===== config.mk =====
export PLATFORM = sky130hd
export DESIGN_NAME = cond_writeback_unit
export DESIGN_NICKNAME = d
export VERILOG_FILES = /design/src/rtl/cond_writeback_unit.sv
export SDC_FILE = /design/constraint.sdc
export NUM_CORES = 1
export LEC_CHECK = 0
export ABC_AREA = 1
export CORE_MARGIN = 2
export CORE_UTILIZATION = 45
export CTS_CLUSTER_SIZE = 20
export DETAILED_ROUTE_END_ITERATION = 8
export GPL_TIMING_DRIVEN = 0
export PLACE_DENSITY = 0.87
export REMOVE_ABC_BUFFERS = 1
export SYNTH_ARGS = -nofsm -noshare
export SYNTH_HDL_FRONTEND = slang
export SYNTH_SLANG_ARGS = --single-unit
export TNS_END_PERCENT = 50

===== constraint.sdc =====
create_clock -name clk -period 2.5 [get_ports clk]
set_input_delay 0.25 -clock clk [delete_from_list [all_inputs] [get_ports clk]]
set_output_delay 0.25 -clock clk [all_outputs]
set_load 0.005 [all_outputs]

===== src/rtl/cond_writeback_unit.sv =====
// Condition evaluation, NZCV flag register and write gating for the multi-cycle core.
// Sequences the two-beat register writeback of 64-bit multiply results.
//
// state   | meaning
// --------+-----------------------------------------------------------
// S_IDLE  | normal cycle: gated writes, flag update, low-word writeback
// S_HI    | second beat: write held high word to held RdHi, Busy=1
module cond_writeback_unit #(
    parameter int DW = 32,
    parameter int AW = 4
) (
    input  logic          clk,
    input  logic          reset,
    input  logic [3:0]    Cond,
    input  logic [3:0]    ALUFlags,
    input  logic [1:0]    FlagW,
    input  logic          PCS,
    input  logic          NextPC,
    input  logic          RegW,
    input  logic          MemW,
    input  logic          NoWrite,
    input  logic          LongW,
    input  logic [DW-1:0] Result,
    input  logic [DW-1:0] ResultHi,
    input  logic [AW-1:0] RdLo,
    input  logic [AW-1:0] RdHi,
    output logic          PCWrite,
    output logic          RegWrite,
    output logic          MemWrite,
    output logic [AW-1:0] WB_Addr,
    output logic [DW-1:0] WB_Data,
    output logic [3:0]    Flags,
    output logic          CondEx,
    output logic          Busy
);

    typedef enum logic {S_IDLE, S_HI} state_t;

    state_t        state_q, state_d;
    logic [3:0]    flags_q, flags_d;
    logic [DW-1:0] hi_data_q, hi_data_d;
    logic [AW-1:0] hi_addr_q, hi_addr_d;

    logic n, z, c, v;

    assign {n, z, c, v} = flags_q;
    assign Flags = flags_q;

    always_comb begin
        CondEx = 1'b0;
        case (Cond)
            4'b0000: CondEx = z;
            4'b0001: CondEx = ~z;
            4'b0010: CondEx = c;
            4'b0011: CondEx = ~c;
            4'b0100: CondEx = n;
            4'b0101: CondEx = ~n;
            4'b0110: CondEx = v;
            4'b0111: CondEx = ~v;
            4'b1000: CondEx = c & ~z;
            4'b1001: CondEx = ~c | z;
            4'b1010: CondEx = (n == v);
            4'b1011: CondEx = (n != v);
            4'b1100: CondEx = ~z & (n == v);
            4'b1101: CondEx = z | (n != v);
            4'b1110: CondEx = 1'b1;
            default: CondEx = 1'b0;
        endcase
    end

    always_comb begin
        state_d   = state_q;
        flags_d   = flags_q;
        hi_data_d = hi_data_q;
        hi_addr_d = hi_addr_q;
        PCWrite   = 1'b0;
        RegWrite  = 1'b0;
        MemWrite  = 1'b0;
        WB_Addr   = '0;
        WB_Data   = '0;
        Busy      = 1'b0;

        case (state_q)
            S_IDLE: begin
                PCWrite  = (PCS & CondEx) | NextPC;
                MemWrite = MemW & CondEx;
                RegWrite = RegW & CondEx & ~NoWrite;
                WB_Addr  = RdLo;
                WB_Data  = Result;
                if (CondEx & FlagW[1]) flags_d[3:2] = ALUFlags[3:2];
                if (CondEx & FlagW[0]) flags_d[1:0] = ALUFlags[1:0];
                if (RegWrite & LongW) begin
                    hi_data_d = ResultHi;
                    hi_addr_d = RdHi;
                    state_d   = S_HI;
                end
            end
            S_HI: begin
                RegWrite = 1'b1;
                WB_Addr  = hi_addr_q;
                WB_Data  = hi_data_q;
                Busy     = 1'b1;
                state_d  = S_IDLE;
            end
            default: state_d = S_IDLE;
        endcase

        // Reset also silences the write ports, including a pending high beat.
        if (reset) begin
            PCWrite  = 1'b0;
            RegWrite = 1'b0;
            MemWrite = 1'b0;
            WB_Addr  = '0;
            WB_Data  = '0;
            Busy     = 1'b0;
        end
    end

    always_ff @(posedge clk) begin
        if (reset) begin
            state_q   <= S_IDLE;
            flags_q   <= 4'b0000;
            hi_data_q <= '0;
            hi_addr_q <= '0;
        end else begin
            state_q   <= state_d;
            flags_q   <= flags_d;
            hi_data_q <= hi_data_d;
            hi_addr_q <= hi_addr_d;
        end
    end

endmodule


Word level (Yosys, flattened, before mapping)
Cells that the tools add are included.
{ "totals": {"reg_bits": 41, "in_bits": 90, "output_inout_bits": 45, "elab_cells": 58} }
{ "classes": {"n_eq_ne": 16, "n_mux": 15, "n_bitwise": 18, "reduce_logical": 4} }
{ "ops": {"columns": ["cell", "n"], "rows": [
  ["$pmux 32 s2", 1],
  ["$mux 32", 1],
  ["$eq 4x4->1 const B", 7],
  ["$eq 4x3->1 const B", 4],
  ["$pmux 1 s15", 1],
  ["$and 1x1->1", 9],
  ["$eq 4x2->1 const B", 2],
  ["$mux 1", 8],
  ["$pmux 4 s2", 1],
  ["$not 1->1", 6],
  ["$reduce_and 2->1", 3],
  ["$eq 4x1->1 const B", 1],
  ["$logic_not 4->1", 1],
  ["$mux 4", 1],
  ["$pmux 1 s2", 2],
  ["$or 1x1->1", 3],
  ["$eq 1x1->1", 1],
  ["$ne 1x1->1", 1]
]} }

Depth between registers and ports, before layout
Gate-level depths: netlist (run 1).
{ "depth": {"ltp_word": 8, "ltp_mapped": 14, "mapped_depth_nobuf": 13} }

Worst setup path before layout (run 1)
OpenSTA, ideal clock, no wires.
{ "synth_path": {"path_type": "flip-flop to output port", "start": "reg flags_q[3] (netlist: Flags[3])", "end": "out PCWrite", "arrival_ps": 1345, "required_ps": 2250, "setup_slack_ps": 905, "path_stages_with_launch": 12, "path_buffers": 2, "cell_sequence": "dfxtp_1 > inv_1 > nand2_1 > nand3_1 > nand3_1 > nand2_1 > nor2_2 > nand2_2 > buf_6 > buf_6 > a21oi_1 > nor2_1"} }
{ "synth_between": {"elab_chain_len": 7, "word_cells_on_any_way": 10, "cone_classes": "eq/ne (2); mux (3); bitwise (5)"} }
{ "synth_rtl": {"columns": ["element", "line_no", "text"], "rows": [
  ["start: declaration", "40", "logic [3:0] flags_q, flags_d;"],
  ["start signal: assignment", "127", "flags_q <= flags_d;"],
  ["$ne 1x1->1 or $eq 1x1->1 (tied branches)", null, null],
  ["$or 1x1->1 or $and 1x1->1 (tied branches)", "65, 64", null],
  ["$pmux 1 s15 (*)", "51", "case (Cond)"],
  ["named net CondEx", "33", "output logic CondEx,"],
  ["$and 1x1->1 (*)", "85", "PCWrite = (PCS & CondEx) | NextPC;"],
  ["$or 1x1->1 (*)", "85", null],
  ["$mux 1 (*)", "83", "case (state_q)"],
  ["$mux 1 (*)", "109", "if (reset) begin"],
  ["end: declaration", "27", "output logic PCWrite,"]
]} }
The timed path passes the listed nets; every way through them passes the cells marked *.

Worst setup path after layout (run 1)
{ "layout_path": {"start": "reg state_q", "end": "out WB_Data[11]"} }
{ "layout_between": {"elab_chain_len": 3} }
{ "layout_rtl": {"columns": ["element", "line_no", "text"], "rows": [
  ["start: declaration", "39", "state_t state_q, state_d;"],
  ["start signal: assignment", "126", "state_q <= state_d;"],
  ["$not 1->1 (no source line)", null, null],
  ["$pmux 32 s2 (*)", "83", null],
  ["$mux 32 (*)", "109", null],
  ["end: declaration", "31", "output logic [DW-1:0] WB_Data,"]
]} }
Mark *: on every way between the ends. The rest lies on a longest branch, timed or not.

==> results of run 1 <==
## worst max-delay path, delay by kind of cell, from the launching register on
family                 cells  cell delay (ns)
AOI/OAI and AO/OA          1             0.17
DFF                        1             0.38
and+or+nand+nor            1             0.22
buffers and inverters      4             1.09
## registers in the layout (all words and copies together) (netlist names)
| register | cells |
|---|---|
| Flags | 4 |
| hi_addr_q | 4 |
| hi_data_q | 32 |
| state_q | 1 |
## routing by layer
metal | part of all wire | vias to the layer above | wire (um)
met2 | 0.50 | 132 | 4588
met4 | 0.012 | 0 | 106
met5 | 0 | - | 0
li1 | - | 1729 | -
met1 | 0.42 | 1567 | 3874
met3 | 0.067 | 12 | 619
## power by group through the flow
stage / Combinational, uW / Sequential [uW] / Clock, uW
2_1_floorplan: 258 / 713 / 0
3_3_place_gp: 537 / 715 / 0
3_5_place_dp: 552 / 717 / 0
4_1_cts: 595 / 702 / 449
5_1_grt: 688 / 706 / 474
6_report: 626 / 703 / 443
## worst paths after layout
check,depth (start not counted),end,startpoint,slack [ns]
max,6,WB_Data[11],state_q$_SDFF_PP0_,0.1
min,4,hi_data_q[27]$_SDFFE_PP0P_,hi_data_q[27]$_SDFFE_PP0P_,0.53
max reg2reg,14,hi_data_q[13]$_SDFFE_PP0P_,Flags[3]$_SDFFE_PP0P_,0.44
min reg2reg,4,hi_data_q[27]$_SDFFE_PP0P_,hi_data_q[27]$_SDFFE_PP0P_,0.53
## cell families (layout without fill, tap and decap cells)
kind of cell / after synthesis / in the layout
flip-flops: 41 / 41
buffers and inverters: 161 / 283
AND/OR/NAND/NOR: 245 / 247
AO/OA/AOI/OAI: 41 / 41
## area by class of cell
| class | count | area (sq um) |
|---|---|---|
| fill | 536 | 1800 |
| tap | 77 | 96.34 |
| clock buffer | 7 | 86.33 |
| timing repair buffer | 144 | 1449 |
| multi-input combinational | 288 | 1470 |
| sequential | 41 | 827.0 |
| timing repair inverter | 2 | 16.27 |
| inverter | 130 | 531.8 |
## per-stage QoR
step | area [sq um] | hold slack, ns | utilization
global placement | 4148 | 0.5028 | 0.6608
global route | 4477 | 0.5664 | 0.7132
floorplan | 2710 | 0.3224 | -
CTS | 4358 | 0.5278 | 0.6942
finish | 4477 | 0.5312 | 0.7132
detailed placement | 4148 | 0.5124 | 0.6608
## synth_stat cells, drive strengths merged
| cell | number | area, sq um |
|---|---|---|
| inv | 130 | 488.0 |
| nand2 | 104 | 392.9 |
| nor2 | 52 | 290.3 |
| nand3 | 47 | 247.7 |
| dfxtp | 41 | 820.8 |
| nand4 | 40 | 250.2 |
| o21ai | 38 | 190.2 |
| buf | 22 | 136.4 |
| clkbuf | 9 | 33.78 |
| a21oi | 3 | 18.77 |
| and3 | 1 | 6.260 |
| nor3 | 1 | 5.000 |
## timing repair
action / CTS / global route
buffers inserted: 4 / 6
gates resized for setup: 15 / 31
hold endpoints to repair: 0 / 0
endpoints found under the setup margin: 77 / 26
pin swaps: 1 / 4
gates cloned: 3 / 1
==> metrics.md, run 1 <==
| Metric | Value |
|---|---|
| Run status | `complete, no violations` |
| Hold Buf Count CTS | `0` |
| Die area | `roughly 7000 sq um` |
| Setup crit end kind | `output pin` |
| Ys Warns | `0` |
| TNS Setup | `0 ns` |
| Worst Path Class, Setup | `flip-flop to output pin` |
| Netlist cell types | `21` |
| Final hold vios | `0` |
| Adder-cell share of the synthesized area | `0` |
| Logic pwr share | `0.353` |
| Met2 GRT Util | `0.4553` |
| Slowest Stage Delay on Critical Path | `between 0.5 and 0.6 ns` |
| IO Port Bufs | `around 130` |
| Crit path DAT | `around 2.2 ns` |
| I/O Pins | `roughly 140` |
| CTS Buf Count | `5` |
| Layout Cells excl Fill | `roughly 700` |
| Initial Utilization | `0.4588` |
| Height of the die | `around 84 um` |
| Startpoint types | `flip-flop` |
| Max clock buf depth | `2` |
| Vias | `roughly 3400` |
| P_int | `1228 uW` |
| Area grow syn2layout | `55.43%` |
| Commonest non-fill, non-tap cells in the layout | `clkdlybuf4s50_1, inv_1, nand2_1` |
| Met1 Usage GRT | `0.2974` |
| Root Buffer | `clkbuf_8` |
| Sequential-to-total area share from yosys stat | `0.2850` |
| Mux contribution to synthesized area | `0` |
| Largest net degree at the start of global routing | `just over 80` |
| Critical path required time | `approximately 2.3 ns` |
| Worst Tran Pin Value | `around 0.77 ns` |
| Initial DRC Count | `149` |
| XOR/XNOR share of the synthesized area | `0` |
| Avg Inst Size Synth | `around 5.9 sq um` |
| Worst-skew pair later-pin latency | `between 0.2 and 0.3 ns` |
| Drt first pass iters | `4` |
| Ant diodes | `0` |
| Seq pwr share | `0.397` |
| Setup ws final | `0.09754 ns` |
| Maximum vdd ir drop | `0.2636 mV` |
| Final net count | `about 700` |
| Largest family of logic cells by synthesized area | `simple AND/OR/NAND/NOR gates` |
| Total global-route track usage | `0.2487` |
| Final Cycle Share | `0.9610` |
| Maximum fanout along the worst path | `between 40 and 50` |
| F_max | `between 0.4 and 0.5 GHz` |
| Synth Area in Compound Gates | `0.07255` |
| Power share of the clock group | `0.250` |
| Register bit total from synthesis | `41` |
| Grt met3 use | `0.04946` |
| Fin. max-slew vios | `0` |
| Sw Pwr | `between 500 and 600 uW` |
| DP HPWL | `approximately 5.3 mm` |
| DP Worst Slack | `-0.6718 ns` |
| First-pass GRT wire length | `~15 mm` |
| Sw frac | `0.3069` |
| Fraction of layout cells with a size suffix above 1 | `0.1307` |
| Post-Syn Area | `just under 3000 sq um` |
| Post-Synthesis Cells | `roughly 500` |
| Most common cell after layout, fill and taps aside | `clkdlybuf4s50_1` |
| Post-layout min period | `around 2.4 ns` |
| Power Density | `395.9 nW/um^2` |
| CTS tree | `done` |
| Antenna-violating nets left | `0` |
| Placeable Area | `6277 sq um` |
| Simple-Gate Fraction of Synth Area | `0.4140` |
| Cell with the largest stage delay on the worst path | `clkdlybuf4s50_1` |
| Die width | `about 84 um` |
| CTS clk-pin slew, worst paths | `~0.080 ns` |
| Max-cap violation count | `0` |
| Total Power | `approximately 1800 uW` |
| # clock sinks | `41` |
| Relative slew margins | `0.4834` |
| Placed insts | `668` |
| Wire per inst | `around 13 um` |
| Min-Delay Path Class | `flip-flop to flip-flop` |
| Leak | `around 0.0022 uW` |
| Routability cong. | `between 0.7 and 0.8` |
| CTS H-tree depth | `2` |
| Critical Path, Cell by Cell | `bufinv_16 -> nor2_4 -> clkinvlp_4 -> buf_12 -> o21ai_0 -> clkdlybuf4s50_1` |
| Skew final | `between 0.004 and 0.005 ns` |
| Drt total wl | `9.189 mm` |
| Drc violations | `0` |
| Congestion Overflow GR | `0` |
| Number of global-route vias before repair | `between 3000 and 4000` |
| Antenna violations before repair | `0` |
| Via density | `roughly 5` |
| Final setup viols | `0` |
| Row Count | `29` |
| Global routing's busiest layer | `met2` |
(Power assumes the default switching activity.)
==> run 2, diff against run 1 <==
REMOVE_ABC_BUFFERS = not set   (was 1)
==> metrics.md, run 2 (synthesized netlist as in run 1, its figures left out) <==
| Metric | Value |
|---|---|
| Run status | `complete, no violations` |
| Max-cap violation count | `0` |
| Final net count | `between 700 and 800` |
| P_int | `roughly 1300 uW` |
| Worst Tran Pin Value | `about 0.56 ns` |
| Row Count | `29` |
| Placeable Area | `6277 sq um` |
| Critical path required time | `approximately 2.3 ns` |
| Reg-to-reg startpoint | `Flags[1]$_SDFFE_PP0P_` |
| Root Buffer | `clkbuf_8` |
| Initial Utilization | `0.4588` |
| Placed cell areas | `4318 sq um` |
| Layout Cells excl Fill | `between 700 and 800` |
| Vias | `around 3500` |
| Height of the die | `around 84 um` |
| Largest register by flop count | `hi_data_q` |
| Final setup viols | `0` |
| Drc violations | `0` |
| Congestion Overflow GR | `0` |
| Worst Min Path Start | `hi_data_q[10]$_SDFFE_PP0P_` |
| CTS clk-pin slew, worst paths | `around 0.080 ns` |
| Routability cong. | `~0.84` |
| Power share of the clock group | `0.295` |
| Via density | `slightly below 5` |
| F_max | `between 0.4 and 0.5 GHz` |
| Max reg flops | `32` |
| Largest net degree at the start of global routing | `13` |
| # clock sinks | `a little over 40` |
| CP Launch Point | `reset` |
| Most common cell after layout, fill and taps aside | `clkdlybuf4s50_1` |
| CTS tree | `done` |
| IO Port Bufs | `134` |
| Sw Pwr | `approximately 530 uW` |
| Die area | `between 7000 and 8000 sq um` |
| Crit path DAT | `2.08 ns` |
| Commonest non-fill, non-tap cells in the layout | `clkdlybuf4s50_1, inv_1, nand2_1` |
| Fillers | `~570` |
| Fraction of layout cells with a size suffix above 1 | `0.1284` |
| Relative slew margins | `0.6269` |
| Logic pwr share | `0.329` |
| Worst Path Class, Setup | `input pin to output pin` |
| Maximum vdd ir drop | `0.3555 mV` |
| Wire per inst | `roughly 13 um` |
| Hold Buf Count CTS | `0` |
| Setup crit end kind | `output pin` |
| Seq pwr share | `0.376` |
| Fin. max-slew vios | `0` |
| Drt first pass iters | `5` |
| DP HPWL | `approximately 7 mm` |
| Leak | `0.002128 uW` |
| Post-synth net total | `slightly below 600` |
| Sw frac | `0.2826` |
| Final Cycle Share | `0.9313` |
| Skew final | `approximately 0.0086 ns` |
| RSZ-0062 raised after global routing | `false` |
| Worst-skew pair later-pin latency | `0.29 ns` |
| Area grow syn2layout | `54.82%` |
| Number of global-route vias before repair | `approximately 3400` |
| Die width | `about 84 um` |
| Maximum fanout along the worst path | `10` |
| Post-route cell area | `around 4500 sq um` |
| Antenna violations before repair | `0` |
| Ant diodes | `0` |
| Power Density | `419.1 nW/um^2` |
| Initial DRC Count | `roughly 230` |
| Drt total wl | `a little over 9 mm` |
| I/O Pins | `135` |
| First-pass GRT wire length | `approximately 15 mm` |
| Antenna-violating nets left | `0` |
| Post-layout min period | `roughly 2.3 ns` |
| Final hold vios | `0` |
| CTS H-tree depth | `2` |
| CTS Buf Count | `5` |
| Startpoint types | `input pin` |
| Total global-route track usage | `0.2587` |
| Placed insts | `roughly 700` |
| Min-Delay Path Class | `flip-flop to flip-flop` |
| Max clock buf depth | `2` |
-- run 2: cell count changes in the layout (fill, tap and decap cells not counted), sizes merged --
cell / before / now
nand2: 106 / 104
bufinv: 2 / 1
inv: 128 / 130
dlymetal6s2s: 8 / 2
clkdlybuf4s50: 126 / 127
clkinvlp: 2 / 0
buf: 10 / 23
clkbuf: 7 / 16
dlygate4sd2: 0 / 5
-- run 2: per-layer routing --
metal | track usage | vias to the layer above | part of all wire
li1 | - | 1764 | -
met1 | 0.3072 | 1542 | 0.41
met2 | 0.4633 | 157 | 0.49
met3 | 0.06133 | 16 | 0.081
met4 | 0.07185 | 0 | 0.017
met5 | 0 | - | 0
-- run 2: cell type report --
cell class	count	area [sq um]	area share
plain buffers	30	171.4	0.03844
multi-input cells	286	1409	0.3159
flip-flops and latches	41	823.3	0.1846
clock buffers	7	86.33	0.01936
well taps	77	96.34	0.02160
repair buffers	136	1355	0.3039
clock inverters	1	30.03	0.006734
inverters	130	488.0	0.1094
-- run 2: critical path, cell delays in order --
cell and delay, ns:
clkdlybuf4s50_1 0.48, inv_2 0.12, clkbuf_1 0.45, nand3_1 0.13, o21ai_0 0.11, clkdlybuf4s50_1 0.53
-- run 2: what timing repair did --
action | CTS | global route
gates resized for setup | 8 | 15
setup endpoints to repair | 14 | 28
buffers inserted | 2 | 0
-- run 2: path summary, 6_finish.rpt --
| kind | endpoint | slack (ns) | cells past startpoint |
|---|---|---|---|
| setup / recovery | WB_Data[4] | 0.17 | 6 |
| hold / removal | hi_data_q[10]$_SDFFE_PP0P_ | 0.52 | 4 |
| setup reg to reg | hi_data_q[11]$_SDFFE_PP0P_ | 0.77 | 13 |
| hold reg to reg | hi_data_q[10]$_SDFFE_PP0P_ | 0.52 | 4 |
-- run 2: power groups by stage --
stage / Combinational, uW / Sequential [uW] / Clock [uW]
CTS: 613 / 701 / 564
finish: 615 / 703 / 551
global placement: 587 / 715 / 0
floorplan: 301 / 713 / 0
detailed placement: 601 / 716 / 0
global route: 676 / 706 / 593
-- run 2: through the flow --
| stage | setup TNS, ns | power (uW) | util | hold WS, ns | setup slack, ns |
|---|---|---|---|---|---|
| after floorplan | 0 | 1014 | - | 0.3224 | 0.9045 |
| after global placement | -0.2174 | 1302 | 0.6879 | 0.5057 | -0.07927 |
| after detailed placement | -0.3924 | 1317 | 0.6879 | 0.5080 | -0.1430 |
| after CTS | 0 | 1877 | 0.7084 | 0.5232 | 0.0004274 |
| after global routing | 0 | 1975 | 0.7104 | 0.5597 | 0.04640 |
| final | 0 | 1869 | 0.7104 | 0.5249 | 0.1718 |
